[src/rtl/fetch_queue_pkg.sv]
// Shared types for the instruction-fetch front end: bus payloads, queue entry, FSM state.
package fetch_queue_pkg;

    localparam int unsigned XLEN = 64;
    localparam int unsigned ILEN = 32;

    // Default fetch PC after reset
    localparam logic [XLEN-1:0] PCINIT = 64'h0000_0000_8000_0000;

    // Instruction bus request: held stable until data_ok
    typedef struct packed {
        logic            valid;
        logic [XLEN-1:0] addr;
    } ibus_req_t;

    // Instruction bus response
    typedef struct packed {
        logic            data_ok;
        logic [ILEN-1:0] data;
    } ibus_resp_t;

    // One fetched instruction (or a misaligned-fetch marker)
    typedef struct packed {
        logic [XLEN-1:0] pc;
        logic [ILEN-1:0] instr;
        logic            fault;
    } fetch_entry_t;

    typedef enum logic [1:0] {
        IDLE = 2'd0,
        REQ  = 2'd1,
        DROP = 2'd2
    } fetch_state_t;

endpackage

[src/rtl/fetch_queue_fifo.sv]
// Generic synchronous FIFO with flush; head is read combinationally from storage.
// Ports: clk/rst_n, push_i + push_data_i, pop_i, flush_i (clears contents),
//        head_o (entry at read pointer), count_o (occupancy).
module fetch_fifo #(
    parameter int unsigned DEPTH   = 4,
    parameter type         entry_t = logic
) (
    input  logic                         clk,
    input  logic                         rst_n,
    input  logic                         push_i,
    input  entry_t                       push_data_i,
    input  logic                         pop_i,
    input  logic                         flush_i,
    output entry_t                       head_o,
    output logic [$clog2(DEPTH+1)-1:0]   count_o
);

    localparam int unsigned PW = $clog2(DEPTH);
    localparam int unsigned CW = $clog2(DEPTH+1);

    entry_t          mem_q [DEPTH];
    logic [PW-1:0]   wptr_q, wptr_d;
    logic [PW-1:0]   rptr_q, rptr_d;
    logic [CW-1:0]   count_q, count_d;
    logic            do_push, do_pop;

    // Pop only when non-empty; push only when a slot is free (or freed this cycle)
    assign do_pop  = pop_i && (count_q != '0);
    assign do_push = push_i && ((count_q != CW'(DEPTH)) || do_pop);

    // Pointer / occupancy update; flush wins over push and pop
    always_comb begin
        wptr_d  = wptr_q;
        rptr_d  = rptr_q;
        count_d = count_q;
        if (flush_i) begin
            wptr_d  = '0;
            rptr_d  = '0;
            count_d = '0;
        end else begin
            if (do_push) wptr_d = wptr_q + PW'(1);
            if (do_pop)  rptr_d = rptr_q + PW'(1);
            if (do_push && !do_pop)      count_d = count_q + CW'(1);
            else if (!do_push && do_pop) count_d = count_q - CW'(1);
        end
    end

    always_ff @(posedge clk or negedge rst_n) begin
        if (!rst_n) begin
            wptr_q  <= '0;
            rptr_q  <= '0;
            count_q <= '0;
        end else begin
            wptr_q  <= wptr_d;
            rptr_q  <= rptr_d;
            count_q <= count_d;
        end
    end

    // Storage needs no reset: entries are only observed while counted as valid
    always_ff @(posedge clk) begin
        if (do_push && !flush_i) mem_q[wptr_q] <= push_data_i;
    end

    assign head_o  = mem_q[rptr_q];
    assign count_o = count_q;

endmodule

[src/rtl/fetch_queue.sv]
// Instruction-fetch front end: owns the fetch PC, issues one outstanding ibus
// request at a time, and queues returned instructions for decode.
// Ports: clk, reset (async active-low), ireq/iresp (instruction bus),
//        redirect_valid/redirect_pc (flush + restart), out_* (decode handshake,
//        head of queue), count (queue occupancy).
module fetch_queue
    import fetch_queue_pkg::*;
#(
    parameter int unsigned     DEPTH    = 4,
    parameter logic [XLEN-1:0] RESET_PC = PCINIT
) (
    input  logic                        clk,
    input  logic                        reset,
    output ibus_req_t                   ireq,
    input  ibus_resp_t                  iresp,
    input  logic                        redirect_valid,
    input  logic [XLEN-1:0]             redirect_pc,
    output logic                        out_valid,
    input  logic                        out_ready,
    output logic [XLEN-1:0]             out_pc,
    output logic [ILEN-1:0]             out_instr,
    output logic                        out_fault,
    output logic [$clog2(DEPTH+1)-1:0]  count
);

    localparam int unsigned CW = $clog2(DEPTH+1);

    fetch_state_t    state_q, state_d;
    logic [XLEN-1:0] pc_q, pc_d;
    logic [XLEN-1:0] req_addr_q, req_addr_d;
    logic            halted_q, halted_d;

    logic            push;
    fetch_entry_t    push_entry;
    logic            flush;
    logic            pop;
    fetch_entry_t    head;
    logic [CW-1:0]   fifo_count;
    logic [CW-1:0]   occ_after_pop;
    logic            space;
    logic            space_after_push;
    logic [XLEN-1:0] next_addr;

    fetch_fifo #(
        .DEPTH   (DEPTH),
        .entry_t (fetch_entry_t)
    ) u_fifo (
        .clk         (clk),
        .rst_n       (reset),
        .push_i      (push),
        .push_data_i (push_entry),
        .pop_i       (pop),
        .flush_i     (flush),
        .head_o      (head),
        .count_o     (fifo_count)
    );

    // Space is judged after this cycle's pop so a full queue can refill immediately
    assign pop              = out_valid && out_ready;
    assign occ_after_pop    = fifo_count - CW'(pop);
    assign space            = occ_after_pop < CW'(DEPTH);
    assign space_after_push = occ_after_pop < CW'(DEPTH - 1);
    assign next_addr        = req_addr_q + 64'd4;

    // State register (with PC / request address / halt flag)
    always_ff @(posedge clk or negedge reset) begin
        if (!reset) begin
            state_q    <= IDLE;
            pc_q       <= RESET_PC;
            req_addr_q <= '0;
            halted_q   <= 1'b0;
        end else begin
            state_q    <= state_d;
            pc_q       <= pc_d;
            req_addr_q <= req_addr_d;
            halted_q   <= halted_d;
        end
    end

    // Next-state: redirect has priority over everything else
    always_comb begin
        state_d    = state_q;
        pc_d       = pc_q;
        req_addr_d = req_addr_q;
        halted_d   = halted_q;
        push       = 1'b0;
        push_entry = '0;
        flush      = 1'b0;
        if (redirect_valid) begin
            flush    = 1'b1;
            pc_d     = redirect_pc;
            halted_d = 1'b0;
            case (state_q)
                // An in-flight request must complete on the bus; its data is dropped
                REQ, DROP: state_d = iresp.data_ok ? IDLE : DROP;
                default:   state_d = IDLE;
            endcase
        end else begin
            case (state_q)
                IDLE: begin
                    if (!halted_q && space) begin
                        if (pc_q[1:0] == 2'b00) begin
                            state_d    = REQ;
                            req_addr_d = pc_q;
                        end else begin
                            // Misaligned PC: queue a fault marker and stop fetching
                            push             = 1'b1;
                            push_entry.pc    = pc_q;
                            push_entry.instr = '0;
                            push_entry.fault = 1'b1;
                            halted_d         = 1'b1;
                        end
                    end
                end
                REQ: begin
                    if (iresp.data_ok) begin
                        push             = 1'b1;
                        push_entry.pc    = req_addr_q;
                        push_entry.instr = iresp.data;
                        push_entry.fault = 1'b0;
                        pc_d             = next_addr;
                        if (space_after_push && (next_addr[1:0] == 2'b00) && !halted_q) begin
                            req_addr_d = next_addr;
                        end else begin
                            state_d = IDLE;
                        end
                    end
                end
                DROP: begin
                    if (iresp.data_ok) state_d = IDLE;
                end
                default: state_d = IDLE;
            endcase
        end
    end

    // Bus outputs: DROP looks identical to REQ on the bus
    always_comb begin
        ireq       = '0;
        ireq.valid = (state_q == REQ) || (state_q == DROP);
        ireq.addr  = req_addr_q;
    end

    // Decode outputs: head entry, forced to zero while the queue is empty
    always_comb begin
        out_valid = (fifo_count != '0);
        out_pc    = out_valid ? head.pc    : '0;
        out_instr = out_valid ? head.instr : '0;
        out_fault = out_valid ? head.fault : 1'b0;
        count     = fifo_count;
    end

endmodule
[config.mk]
export PLATFORM = sky130hd
export DESIGN_NAME = fetch_queue
export DESIGN_NICKNAME = d
export VERILOG_FILES = /design/src/rtl/fetch_queue_pkg.sv /design/src/rtl/fetch_queue_fifo.sv /design/src/rtl/fetch_queue.sv
export SDC_FILE = /design/constraint.sdc
export NUM_CORES = 1
export LEC_CHECK = 0
export CORE_ASPECT_RATIO = 0.9
export CORE_MARGIN = 4
export CORE_UTILIZATION = 56
export CTS_BUF_LIST = sky130_fd_sc_hd__clkbuf_8
export CTS_CLUSTER_DIAMETER = 80
export DETAILED_ROUTE_END_ITERATION = 10
export GPL_TIMING_DRIVEN = 0
export PLACE_DENSITY = 0.79
export SLEW_MARGIN = 20
export SYNTH_ARGS = -nofsm -noshare
export SYNTH_HDL_FRONTEND = slang
export SYNTH_SLANG_ARGS = --single-unit
[constraint.sdc]
create_clock -name clk -period 6.1 [get_ports clk]
set_clock_uncertainty 0.15 [all_clocks]
set_input_delay 0.915 -clock clk [delete_from_list [all_inputs] [get_ports clk]]
set_output_delay 0.915 -clock clk [all_outputs]
set_load 0.005 [all_outputs]
After elaboration in Yosys (flattened, before gate mapping)
Memories as Yosys holds them, arrays and structs flattened.
Index checks and enable logic that the tools add are counted.

storage, ports and cells
  register bits = 138
  bits in writable memories = 388
  input port bits = 101
  logic and storage cells = 106
  memories = 1

cells by class
  add/sub/neg operators = 6
  $lt $le $gt $ge = 2
  eq/ne operators = 13
  multiplexer cells = 44
  bitwise operators = 1
  reductions and logical operators = 32

memory list
  name          depth  bits a word  read ports  clocked after memory_dff  wr ports  RTL line                RTL
  u_fifo.mem_q  4      97           1           0                         1         fetch_queue_fifo.sv:21  entry_t mem_q [DEPTH];

operators with widths
  cell                     number
  $mux W64                 8
  $mux W97                 4
  $pmux W97 S2             1
  $pmux W64 S2             1
  $add A64 B3 Y64 const B  1
  $mux W32                 1
  $mux W2                  12
  $ne A3 B3 Y1 const B     6
  $reduce_bool A2 Y1       7
  $mux W1                  12
  $ne A2 B2 Y1 const B     5
  $logic_and A1 B1 Y1      9
  $mux W3                  3
  $logic_not A2 Y1         3
  $pmux W2 S3              1
  $reduce_and A6 Y1        1
  $reduce_bool A3 Y1       2
  $reduce_and A5 Y1        1
  $add A2 B1 Y2 const B    2
  $logic_not A1 Y1         4
  $add A3 B1 Y3 const B    1
  $lt A3 B2 Y1 const B     1
  $lt A3 B3 Y1 const B     1
  $reduce_and A3 Y1        1
  9 further kinds          10

Logic depth before layout (Yosys ltp)
  word-level depth = 14
  gate-level depth with buffers = 14

Modules after synthesis
Synthesis repeated with hierarchy kept, for this count alone.

unflattened totals
  cell total of the unflattened synthesis = 1,849
  area, all modules = 24,339.6 um^2

by module, submodules not included
  module       instances  cells each  area each (um^2)  seq. area each (um^2)
  fetch_fifo   1          567         14,502.7          11,826.3
  fetch_queue  1          1,282       9,836.9           3,279.4

Least setup slack after synthesis
Ideal clock, no wire load.

  path kind = register to register
  start point = register u_fifo.count_q[1] (netlist: u_fifo.count_o[1])
  end point = memory u_fifo.mem_q[0][0] (netlist bit), enable pin
  setup time = 0.467 ns
  arrival = 5.054 ns
  setup slack = 0.429 ns
  stages on the path, launching flop included = 11
  cell sequence = dfrtp_1 > or3_1 > clkbuf_1 > and2_0 > clkbuf_1 > ha_1 > ha_1 > xor2_1 > o31a_1 > a311oi_1 > and2_1

on the way
  cells in the longest elaborated chain, start to end = 12
  elaborated cells between the ends (all ways) = 15
  those cells by class = add/sub (1); order compare (1); eq/ne (1); mux (5); reduce/logical (7)

RTL lines
  item                             RTL line                                    RTL
  start, declared                  fetch_queue_fifo.sv:24                      logic [CW-1:0] count_q, count_d;
  start signal, assigned           fetch_queue_fifo.sv:56                      count_q <= count_d;
  $reduce_bool A3 Y1               fetch_queue_fifo.sv:28, fetch_queue.sv:146
  $logic_and A1 B1 Y1              fetch_queue.sv:59                           assign pop = out_valid && out_ready;
  $sub A3 B1 Y3                    fetch_queue.sv:60                           assign occ_after_pop = fifo_count - CW'(pop);
  $lt A3 B3 Y1                     fetch_queue.sv:61                           assign space = occ_after_pop < CW'(DEPTH);
  $logic_and A1 B1 Y1              fetch_queue.sv:101                          if (!halted_q && space) begin
  $mux W1                          fetch_queue.sv:101
  $pmux W1 S2                      fetch_queue.sv:99                           case (state_q)
  $mux W1                          fetch_queue.sv:89                           if (redirect_valid) begin
  $logic_and A1 B1 Y1 *            fetch_queue_fifo.sv:29                      assign do_push = push_i && ((count_q != CW'(DEPTH)) || do_pop);
  $logic_and A1 B1 Y1 *            fetch_queue_fifo.sv:62                      if (do_push && !flush_i) mem_q[wptr_q] <= push_data_i;
  $mux W1 *                        fetch_queue_fifo.sv:62
  $mux W1 (not written as such) *  fetch_queue_fifo.sv:62
  end, declared                    fetch_queue_fifo.sv:21

Mark *: on every way between the ends. The rest lies on a longest branch, timed or not.

Worst setup path in the final report
  start point = register u_fifo.count_q[1] (netlist: u_fifo.count_o[1])
  end point = memory u_fifo.mem_q[0][41] (netlist bit), enable pin

The elaborated chain is that of the path after synthesis.

==> flow_summary.toml <==
[logic_synthesis]
ys_ff_latch = 526
yosysMostFrequentCell = "edfxtp_1"
synthArstFlopShare_pct = 26.2
synth_top_area_cell = "edfxtp_1"
synth-edff-count = 388
synth_fp_nets = 1914
synth_common_cells = "388 x edfxtp_1, 143 x nor2_1, 138 x and2_1"
synth_top_area_share_pct = 48.1
synth_flop_cell = "edfxtp_1"
syn-instance-count = 1802
yosys_warnings = 0
synth.avg_cell_area_um2 = 13.4
netlist_area_um2 = 24200
ys_seq_area_share_pct = 62.4
synth_area_leaders = "edfxtp_1 48%, dfrtp_1 14%, mux4_2 9.0%"
synth_cell_types = 74

[placed_design]
gp_congestion = 0.974
post-place-ws_ns = 0.854
hpwlAfterDp_um = 49900
io_buffers = 266
placed_cells = 2625

[cells_and_area]
layout.cells.non_filler = 2782
area_growth_pct = 21.8
diodes = 0
drive_gt1_share_pct = 13.0
nets = 2277

[routing]
routedWlPerCell_um = 26.0
drt_iter0_drc = 2353
routed_wl_um = 72500
drtAntennaViolNets = 0
drc = 0
first_pass_iters = 6
routed_via_density = 6.43
num_vias = 17900

[sta]
finalCritPeriodShare_pct = 86.0
hold-worst-slack_ns = 0.401
fmax_mhz = 191
hold_viol = 0
tightestPinTransition_ns = 1.14
period_needed_ns = 5.25
fin_ws_ns = 0.853
fin_tns_setup_ns = 0
slew_headroom_pct = 24.0
setup_viol = 0
drv_slew = 0
rsz0062_at_grt = "false"

[grt]
grt_max_degree = 91
grt_use_total_pct = 30.9
grt_remaining_overflow = 0
grt_pass1_wl_um = 108000
first_global_vias = 17900
antenna_found_initial = 0

[floorplanning]
dieWidth_um = 227
fp.dieH_um = 205
ios = 267
rows = 71
initial_core_util_pct = 57.3
coreArea_um2 = 42300
die-area_um2 = 46600

[power_and_ir_drop]
vdd_drop_max_v = 0.000263
cellPowerDensity_nw_per_um2 = 489
p_leak_nw = 10.2

[setup_path]
cp.arrival_ns = 5.42
crit_path_max_fanout = 47
cp-startpoint = "u_fifo.count_o[1]"
cp-start-kind = "register"
critPathKind = "reg -> reg"
reg2regPathDepth = 12
rr_startpoint = "u_fifo.count_o[1]"
critPathRequiredTime_ns = 6.28
cp-end-kind = "register"

[clocking]
cts.reportedPaths.clkPinSlew_ns = 0.06
numCtsBuffers = 84
clockBufferDepth = 3
htreeDepth = 3
cts_tree = "yes"
clock_latency_ns = 0.66
numClockSinks = 526
root_buffer = "clkbuf_8"
cts-resized-gates = 0

[hold_path]
holdPathStages = 2
hp-start = "pc_q[37]"
hold_path.class = "reg -> reg"

[outcome]
status = "finished, final reports clean"

[job]
max_cap_viol_count = 0
[report_power, final]
group	switching [W]	internal (W)	total (W)	leakage [nW]
logic	0.00348	0.00279	0.00627	3.98
clock network	0.00141	0.00157	0.00298	0.932
registers	0.000504	0.00468	0.00518	5.31
total	0.00539	0.00903	0.0144	10.2
[area by class of cell]
type | instances | area (um2)
Timing Repair Buffer | 277 | 2910
Clock inverter | 68 | 440
Multi-Input combinational cell | 1104 | 8440
Inverter | 24 | 90.1
Tap cell | 547 | 684
Fill cell | 2945 | 12800
Buffer | 148 | 598
Clock buffer | 88 | 1210
Sequential cell | 526 | 15100
[placed cells by master (no fill, tap or decap), types with 12 or more instances in the layout]
master and count:
a21oi_1 71, a22oi_1 73, and2_1 134, buf_2 29, clkbuf_1 104, clkbuf_8 88
clkdlybuf4s50_1 265, clkinv_1 20, dfrtp_1 137, edfxtp_1 388, inv_1 51, mux2i_1 27
mux4_2 97, nand2_1 86, nand3_1 51, nand4_1 29, nor2_1 143, nor3_1 29
nor3b_1 15, nor4_1 20, o21ai_0 67, o21ai_1 13, o22ai_1 36, o31ai_1 15
or3_1 12, xnor2_1 28, xor2_1 15
[per-stage QoR]
stage	utilization, %	total power (W)	instance area [um2]
floorplan	-	0.00846	24200
global placement	65.2	0.0112	27600
detailed placement	65.8	0.0114	27800
CTS	69.7	0.0144	29500
global route	69.7	0.0151	29500
finish	69.7	0.0144	29500
[sequential cells by signal (all words and copies together) (netlist names)]
register,count
u_fifo.mem_q,388
pc_q,64
req_addr_q,64
u_fifo.count_o,3
state_q,2
u_fifo.rptr_q,2
u_fifo.wptr_q,2
halted_q,1
[logic make-up after synthesis]
kind of cell,Yosys count,share of synthesized area (%)
adders and majority gates,11,0.599
xor gates and xnor gates,43,1.56
and+or+nand+nor,575,13.0
AOI/OAI and AO/OA,347,9.30
buffers and inverters,172,2.83
muxes,128,10.3
DFF,526,62.4
[layer usage]
layer  routed length, um  up-vias  global-route usage [%]
met5                   0        -                       0
met4                3060        0                    12.7
met3                7730      198                    6.78
met2               33600     1181                    47.7
met1               28100     8874                    43.2
li1                    -     7646                       -
[worst paths after layout]
check                                 endpoint  slack, ns
min reg2reg                     req_addr_q[37]       0.40
max in group asynchronous       req_addr_q[29]       4.37
max                        u_fifo.mem_q[0][41]       0.85
min                             req_addr_q[37]       0.40
min in group asynchronous             pc_q[12]       0.60
max reg2reg                u_fifo.mem_q[0][41]       0.85
[worst max-delay path: stages (launching register included)]
cell	delay, ns
dfrtp_1	0.43
or3_1	0.38
clkbuf_1	0.49
and2_0	0.35
clkbuf_1	0.15
ha_1	0.20
ha_1	0.19
xor2_1	0.23
o31a_1	0.41
a311oi_1	0.79
and2_4	0.50
buf_12	0.29
buf_16	0.30
[timing repair]
item,CTS,global route
buffers inserted,0,0
endpoints found under the hold margin,23,0
hold buffers,1,0
Note: power is estimated with default switching activity, not from simulation.
